===== src/rtl/instruction_decode.sv =====
// instruction_decode: RV32I ID stage with register file, immediate generation, load-use stall and ID_EX register.
// Rev 1.0
`default_nettype none

module instruction_decode #(
  parameter int XLEN  = 32,
  parameter int NREGS = 32
) (
  input  logic            clock,
  input  logic            reset,
  input  logic [31:0]     ifIdInstruction,
  input  logic [XLEN-1:0] ifIdNpc,
  input  logic            flush,
  input  logic            wbRegWrite,
  input  logic [4:0]      wbRd,
  input  logic [XLEN-1:0] wbData,
  output logic            stall,
  output logic [XLEN-1:0] idExNpc,
  output logic [XLEN-1:0] idExRs1Data,
  output logic [XLEN-1:0] idExRs2Data,
  output logic [XLEN-1:0] idExImm,
  output logic [4:0]      idExRs1,
  output logic [4:0]      idExRs2,
  output logic [4:0]      idExRd,
  output logic [2:0]      idExFunct3,
  output logic            idExFunct7b5,
  output logic [1:0]      idExAluOp,
  output logic            idExAluSrc,
  output logic            idExRegWrite,
  output logic            idExMemRead,
  output logic            idExMemWrite,
  output logic            idExBranch,
  output logic            idExMemToReg
);

  localparam logic [6:0] OP_R  = 7'b0110011;
  localparam logic [6:0] OP_I  = 7'b0010011;
  localparam logic [6:0] OP_LD = 7'b0000011;
  localparam logic [6:0] OP_ST = 7'b0100011;
  localparam logic [6:0] OP_BR = 7'b1100011;

  logic [XLEN-1:0] regs [NREGS];

  logic [6:0]      opcode;
  logic [4:0]      rs1, rs2, rd;
  logic [XLEN-1:0] rs1_data, rs2_data;
  logic [XLEN-1:0] imm;
  logic [1:0]      alu_op;
  logic            alu_src, reg_write, mem_read, mem_write, branch, mem_to_reg;
  logic            use_rs1, use_rs2, hazard;

  assign opcode = ifIdInstruction[6:0];
  assign rd     = ifIdInstruction[11:7];
  assign rs1    = ifIdInstruction[19:15];
  assign rs2    = ifIdInstruction[24:20];

  always_comb begin
    imm        = '0;
    alu_op     = 2'b00;
    alu_src    = 1'b0;
    reg_write  = 1'b0;
    mem_read   = 1'b0;
    mem_write  = 1'b0;
    branch     = 1'b0;
    mem_to_reg = 1'b0;
    use_rs1    = 1'b0;
    use_rs2    = 1'b0;
    case (opcode)
      OP_R: begin
        reg_write = 1'b1;
        alu_op    = 2'b10;
        use_rs1   = 1'b1;
        use_rs2   = 1'b1;
      end
      OP_I: begin
        reg_write = 1'b1;
        alu_src   = 1'b1;
        alu_op    = 2'b11;
        use_rs1   = 1'b1;
        imm       = {{(XLEN-12){ifIdInstruction[31]}}, ifIdInstruction[31:20]};
      end
      OP_LD: begin
        reg_write  = 1'b1;
        alu_src    = 1'b1;
        mem_read   = 1'b1;
        mem_to_reg = 1'b1;
        use_rs1    = 1'b1;
        imm        = {{(XLEN-12){ifIdInstruction[31]}}, ifIdInstruction[31:20]};
      end
      OP_ST: begin
        alu_src   = 1'b1;
        mem_write = 1'b1;
        use_rs1   = 1'b1;
        use_rs2   = 1'b1;
        imm       = {{(XLEN-12){ifIdInstruction[31]}}, ifIdInstruction[31:25],
                     ifIdInstruction[11:7]};
      end
      OP_BR: begin
        branch  = 1'b1;
        alu_op  = 2'b01;
        use_rs1 = 1'b1;
        use_rs2 = 1'b1;
        imm     = {{(XLEN-13){ifIdInstruction[31]}}, ifIdInstruction[31], ifIdInstruction[7],
                   ifIdInstruction[30:25], ifIdInstruction[11:8], 1'b0};
      end
      default: ;
    endcase
  end

  // Write-first bypass so a same-cycle writeback is seen by the decoding instruction.
  assign rs1_data = (rs1 == 5'd0) ? '0 :
                    (wbRegWrite && wbRd == rs1) ? wbData : regs[rs1];
  assign rs2_data = (rs2 == 5'd0) ? '0 :
                    (wbRegWrite && wbRd == rs2) ? wbData : regs[rs2];

  assign hazard = idExMemRead && (idExRd != 5'd0) &&
                  ((use_rs1 && rs1 == idExRd) || (use_rs2 && rs2 == idExRd));
  assign stall  = hazard && !flush;

  always_ff @(posedge clock or negedge reset) begin
    if (!reset) begin
      for (int i = 0; i < NREGS; i++) regs[i] <= '0;
      idExNpc      <= '0;
      idExRs1Data  <= '0;
      idExRs2Data  <= '0;
      idExImm      <= '0;
      idExRs1      <= '0;
      idExRs2      <= '0;
      idExRd       <= '0;
      idExFunct3   <= '0;
      idExFunct7b5 <= 1'b0;
      idExAluOp    <= '0;
      idExAluSrc   <= 1'b0;
      idExRegWrite <= 1'b0;
      idExMemRead  <= 1'b0;
      idExMemWrite <= 1'b0;
      idExBranch   <= 1'b0;
      idExMemToReg <= 1'b0;
    end else begin
      if (wbRegWrite && wbRd != 5'd0) regs[wbRd] <= wbData;
      if (flush || stall) begin
        idExNpc      <= '0;
        idExRs1Data  <= '0;
        idExRs2Data  <= '0;
        idExImm      <= '0;
        idExRs1      <= '0;
        idExRs2      <= '0;
        idExRd       <= '0;
        idExFunct3   <= '0;
        idExFunct7b5 <= 1'b0;
        idExAluOp    <= '0;
        idExAluSrc   <= 1'b0;
        idExRegWrite <= 1'b0;
        idExMemRead  <= 1'b0;
        idExMemWrite <= 1'b0;
        idExBranch   <= 1'b0;
        idExMemToReg <= 1'b0;
      end else begin
        idExNpc      <= ifIdNpc;
        idExRs1Data  <= rs1_data;
        idExRs2Data  <= rs2_data;
        idExImm      <= imm;
        idExRs1      <= rs1;
        idExRs2      <= rs2;
        idExRd       <= rd;
        idExFunct3   <= ifIdInstruction[14:12];
        idExFunct7b5 <= ifIdInstruction[30];
        idExAluOp    <= alu_op;
        idExAluSrc   <= alu_src;
        idExRegWrite <= reg_write;
        idExMemRead  <= mem_read;
        idExMemWrite <= mem_write;
        idExBranch   <= branch;
        idExMemToReg <= mem_to_reg;
      end
    end
  end

endmodule

`default_nettype wire


===== config.mk =====
export PLATFORM = sky130hd
export DESIGN_NAME = instruction_decode
export DESIGN_NICKNAME = d
export VERILOG_FILES = /design/src/rtl/instruction_decode.sv
export SDC_FILE = /design/constraint.sdc
export NUM_CORES = 2
export LEC_CHECK = 0
export CAP_MARGIN = 10
export CELL_PAD_IN_SITES_DETAIL_PLACEMENT = 1
export CELL_PAD_IN_SITES_GLOBAL_PLACEMENT = 1
export CORE_UTILIZATION = 35
export DETAILED_ROUTE_END_ITERATION = 8
export GPL_ROUTABILITY_DRIVEN = 0
export PLACE_DENSITY_LB_ADDON = 0.1
export SYNTH_ARGS = -nofsm -noshare
export SYNTH_HDL_FRONTEND = slang
export SYNTH_SLANG_ARGS = --single-unit

===== constraint.sdc =====
create_clock -name clock -period 2.7 [get_ports clock]
set_input_delay 0.54 -clock clock [delete_from_list [all_inputs] [get_ports clock]]
set_output_delay 0.54 -clock clock [all_outputs]
set_load 0.01 [all_outputs]

Word level (Yosys, flattened, before mapping). Index checks and enable logic that the tools add are counted.

Register bits: 1178. Input bits: 105. Output and inout port bits: 156. Logic and storage cells: 121.

Magnitude comparators: 4. Equal/unequal tests: 9. Mux-type cells: 37. Bitwise logic cells: 3. Reductions and logical operators: 21.

Operators with widths (number): $bwmux 1024 (1); $mux 32 (13); $bmux 32 s5 (2); $demux 32 s5 (1); $pmux 32 s3 (1); $eq 5x5->1 (4); $ge 6x6->1 const B (3); $not 5->6 (3); $mux 5 (3); $eq 7x6->1 const B (2); $mux 1 (13); $logic_not 5->1 (2); $reduce_bool 5->1 (2); $logic_and 1x1->1 (9); $reduce_or 3->1 (3); $eq 7x2->1 const B (1); $eq 7x5->1 const B (1); $eq 7x7->1 const B (1); $lt 6x1->1 const B (1); $pmux 2 s3 (1); $reduce_or 5->1 (1); $mux 3 (1); $logic_or 1x1->1 (2); $mux 2 (1); 2 further kinds (2).

Depth between registers and ports, before layout.
Depth in word-level cells: 9. Depth in mapped cells: 9.

Least setup slack after synthesis. OpenSTA, ideal clock, no wires.

Kind: input to register. Start: in ifIdInstruction[16]. End: reg idExRs1Data[31]. Setup time: 0.149 ns. Arrival time: 2.503 ns. Required time: 2.551 ns. Setup slack: 0.047 ns. Stages on the path: 7. Path buffers: 3. Cells stage by stage: buf_4 > clkbuf_1 > buf_1 > mux4_2 > mux4_2 > a2111oi_1 > nor4_1.

Cells in the longest elaborated chain, start to end: 7. Elaborated cells on any way between the ends: 16.

RTL lines: start, declared (RTL line 11) `input logic [31:0] ifIdInstruction,`; $not 5->6 (not written as such) or $eq 5x5->1 (tied branches) (RTL line 112, 117); $bmux 32 s5 or $logic_and 1x1->1 (tied branches) (RTL line 112, 117); $mux 32 (not written as such) or $logic_or 1x1->1 (tied branches) (RTL line 112, 117); $mux 32 (not written as such) or $logic_and 1x1->1 (tied branches) (RTL line 112, 116); $mux 32 or $logic_and 1x1->1 (tied branches) (RTL line 112, 118); $mux 32 or $logic_or 1x1->1 (tied branches) (RTL line 111, 141); $mux 32 * (RTL line 141) `if (flush || stall) begin`; end signal, assigned (RTL line 160) `idExRs1Data <= rs1_data;`; end, declared (RTL line 19) `output logic [XLEN-1:0] idExRs1Data,`.

Every way passes the cells marked *; elsewhere a longest branch is shown, timed or not. The select of a mux whose other input is x is not followed. A chain may end at the register's enable or synchronous reset.

Final worst setup path.
Start: reg idExRd[2]. End: out stall.

Cells in the longest elaborated chain, start to end: 5. Elaborated cells on any way between the ends: 9.

RTL lines: start, declared (RTL line 24) `output logic [4:0] idExRd,`; start signal, assigned (RTL line 165) `idExRd <= rd;`; $eq 5x5->1 (RTL line 117) `((use_rs1 && rs1 == idExRd) || (use_rs2 && rs2 == idExRd));`; $logic_and 1x1->1 (RTL line 117); $logic_or 1x1->1 (RTL line 117); $logic_and 1x1->1 * (RTL line 116) `assign hazard = idExMemRead && (idExRd != 5'd0) &&`; $logic_and 1x1->1 * (RTL line 118) `assign stall = hazard && !flush;`; end, declared (RTL line 17) `output logic stall,`.

Every way passes the cells marked *; elsewhere a longest branch is shown, timed or not.

==> summary.txt <==
Global route
  – Global-route wire length before repair: 317900 um
  – All-layer global routing usage: 26.00%
  – Pin count of the biggest net entering global routing: 114
  – Initial antenna violation count: 4
  – Number of global-route vias before repair: 41045
  – Congestion Overflow GR: 0

Timing
  – Slew headroom: 39.32%
  – Final hold vios: 0
  – Crit share post-route: 99.45%
  – Worst Tran Pin Value: 0.9082 ns
  – Minimum clock period: 2.685 ns
  – Clock skew: 0.03454 ns
  – Slew Viols, Final: 0
  – Max Fclk: 372.4 MHz
  – Setup Viol. Count Final: 0
  – RSZ-0062 raised after global routing: true

Detailed routing
  – Drt wl/cell: 33.43 um
  – Number of remaining DRC errors: 0
  – Detail Route Antenna Nets: 0
  – Detailed Route WL: 218100 um
  – First-pass iteration count of the detailed router: 5
  – DRT iter0 DRCs: 2471
  – Vias: 37812
  – Vias per cell: 5.796

Finish
  – Fill count: 16299
  – Area grow syn2layout: 23.94%
  – Layout cells sized above 1: 54.04%
  – Design Area, Final: 73590 sq um
  – Nets: 4316

Yosys
  – Post-synthesis area per instance: 15.66 sq um
  – Asr flop ratio synth: 100.0%
  – Synth Cell Area: 59380 sq um
  – Yosys cell types: 45
  – Yosys warnings: 0
  – Mapped Cells: 3792
  – Seq/Total Area, Yosys: 48.85%
  – Syn nets: 3897
  – Ys flop type: dfrtp_1
  – Share of the synthesized area in the top cell type: 48.85%
  – Largest area contributor in the netlist: dfrtp_1
  – Post-synth top cells: dfrtp_1, mux2_2, mux4_2, clkbuf_1, nor2_1
  – Count leader, synth: dfrtp_1
  – Post-synth EDFFs: 0
  – Number of synthesized register bits: 1159
  – Synth top area cells: dfrtp_1, mux4_2, mux2_2

Placement
  – Placement Cell Area: 68940 sq um
  – Port Buffers: 260
  – HPWL Detailed: 145500 um

Worst setup path
  – Worst path arrival time: 2.15 ns
  – Crit end category: output port
  – Max incr delay on CP: 0.43 ns
  – CP max FO: 3
  – Largest delay contributor family on the critical path: flip-flops
  – WP buf/inv: 1
  – Crit-path slowest cell: dfrtp_2
  – Crit start category: flip-flop
  – CP Class: flip-flop to output port
  – Worst Path Required: 2.16 ns
  – Most used cell, CP: nand4_1
  – Critical path cell sequence: xnor2_1 > nand4_1 > o22ai_2 > nand4_1 > nor2_1 > buf_2

Pwr
  – Tot Pwr: 0.05255 W
  – Cell Pwr Density: 714.1 nW/um^2
  – Peak VDD IR: 671.3 uV
  – Leakage power: 31.68 nW

Floorplan
  – Rows: 150
  – Initial cell density of the core: 35.39%
  – Chip Width: 413.9 um
  – Std-Cell Core Area: 167800 sq um
  – Die Area: 171300 sq um
  – Height of the die: 413.9 um
  – IO Count: 261

Worst hold path
  – Worst hold-check path type: primary input to async pin

Status
  – Status: finished clean

Clock tree
  – Clk Tree Root Cell: clkbuf_16
  – H-tree depth: 4
  – CTS max path bufs: 3
  – Clock Pin Slew Worst Setup and Hold Paths: 0.06 ns
  – Total clock sinks: 1159
  – Number of buffers created by CTS: 142
  – CTS tree: done
  – Clk_lat worst skew: 0.79 ns

Flow run
  – Max Cap Viol: 0
==> final timing paths <==
| path | end | slack (ns) | cells past startpoint | startpoint |
|---|---|---|---|---|
| setup reg to reg | idExRs1Data[28] | 0.35 | 4 | regs[28] |
| setup / recovery | stall | 0.01 | 6 | idExRd[2] |
| max in group asynchronous | regs[844] | 1.38 | 4 | reset |
| hold / removal | regs[66] | 0.23 | 2 | reset |
| hold reg to reg | regs[996] | 0.39 | 0 | regs[996] |
| min in group clock | idExRs1[2] | 0.29 | 3 | ifIdInstruction[17] |
==> placed cells by master, fill, tap and decap left out, types with 50 or more instances in the layout <==
cell type        instances
dfrtp_1               1154
mux2_2                 996
mux4_2                 563
buf_4                  285
clkdlybuf4s50_1        248
buf_12                 189
clkbuf_16              145
nor2_1                 137
mux2i_1                127
nor4_1                  68
and2_1                  50
==> sequential cells by signal (all words and copies together), names as in the netlist, 2 cells and up <==
name	cells
idExAluOp	2
idExRs1	5
idExNpc	32
regs	1024
idExRs2	5
idExImm	13
idExRs1Data	32
idExFunct3	3
idExRd	5
idExRs2Data	32
==> kinds of logic after synthesis <==
family | after synthesis | share of synthesized area [%]
mux | 1696 | 42.83
buf+inv | 456 | 3.357
simple gates | 340 | 2.851
xor+xnor | 20 | 0.2950
flops | 1159 | 48.85
compound gates | 121 | 1.825
==> layout make-up <==
cell class	instances	area [sq um]	share of cell area (%)
flip-flops and latches	1159	29010	39.42
multi-input cells	2177	28730	39.04
repair buffers	730	8511	11.57
clock buffers	208	4115	5.592
well taps	2204	2758	3.747
clock inverters	44	464.2	0.6308
inverters	1	3.754	0.005101
diodes	1	2.502	0.003400
==> metal layers <==
layer  up-vias  track usage (%)  wire length, um
met1     21189            36.70            98990
met2       870            41.36           103700
met4         0            7.923             6606
li1      15450                -                -
met5         -                0                0
met3       303            3.828             8804
==> metrics by stage <==
stage	util (%)	hold slack [ns]	instances	setup WS [ns]	TNS [ns]
finish	43.86	0.2303	6524	0.01490	0
global route	43.86	0.2074	6524	-0.1278	-0.1278
CTS	43.84	0.1903	6523	0.02878	0
detailed placement	41.09	0.3836	6266	-0.5436	-178.36
global placement	41.09	0.3770	6266	-0.5464	-178.00
floorplan	-	0.2444	3792	0.04744	0
==> worst reg2reg max path, stage by stage (launching register included) <==
cell and delay (ns):
dfrtp_1 0.40, mux4_2 0.48, mux4_2 0.47, a2111oi_0 0.75, nor4_1 0.11
==> timing repair <==
| item | in CTS | in global routing |
|---|---|---|
| hold buffers | 1 | 0 |
| resized for setup | 9 | 4 |
| hold endpoints to repair | 197 | 0 |
| buffers inserted | 4 | 0 |
| pin swaps | 1 | 5 |
| setup endpoints to repair | 21 | 1 |
| gates cloned | 0 | 0 |
==> power breakdown <==
part	internal, W	switching [W]
registers	0.0205	0.00236
logic	0.00660	0.00400
clock network	0.0111	0.00804
total	0.0382	0.0144
No activity file was read; power rests on OpenSTA's default activity.
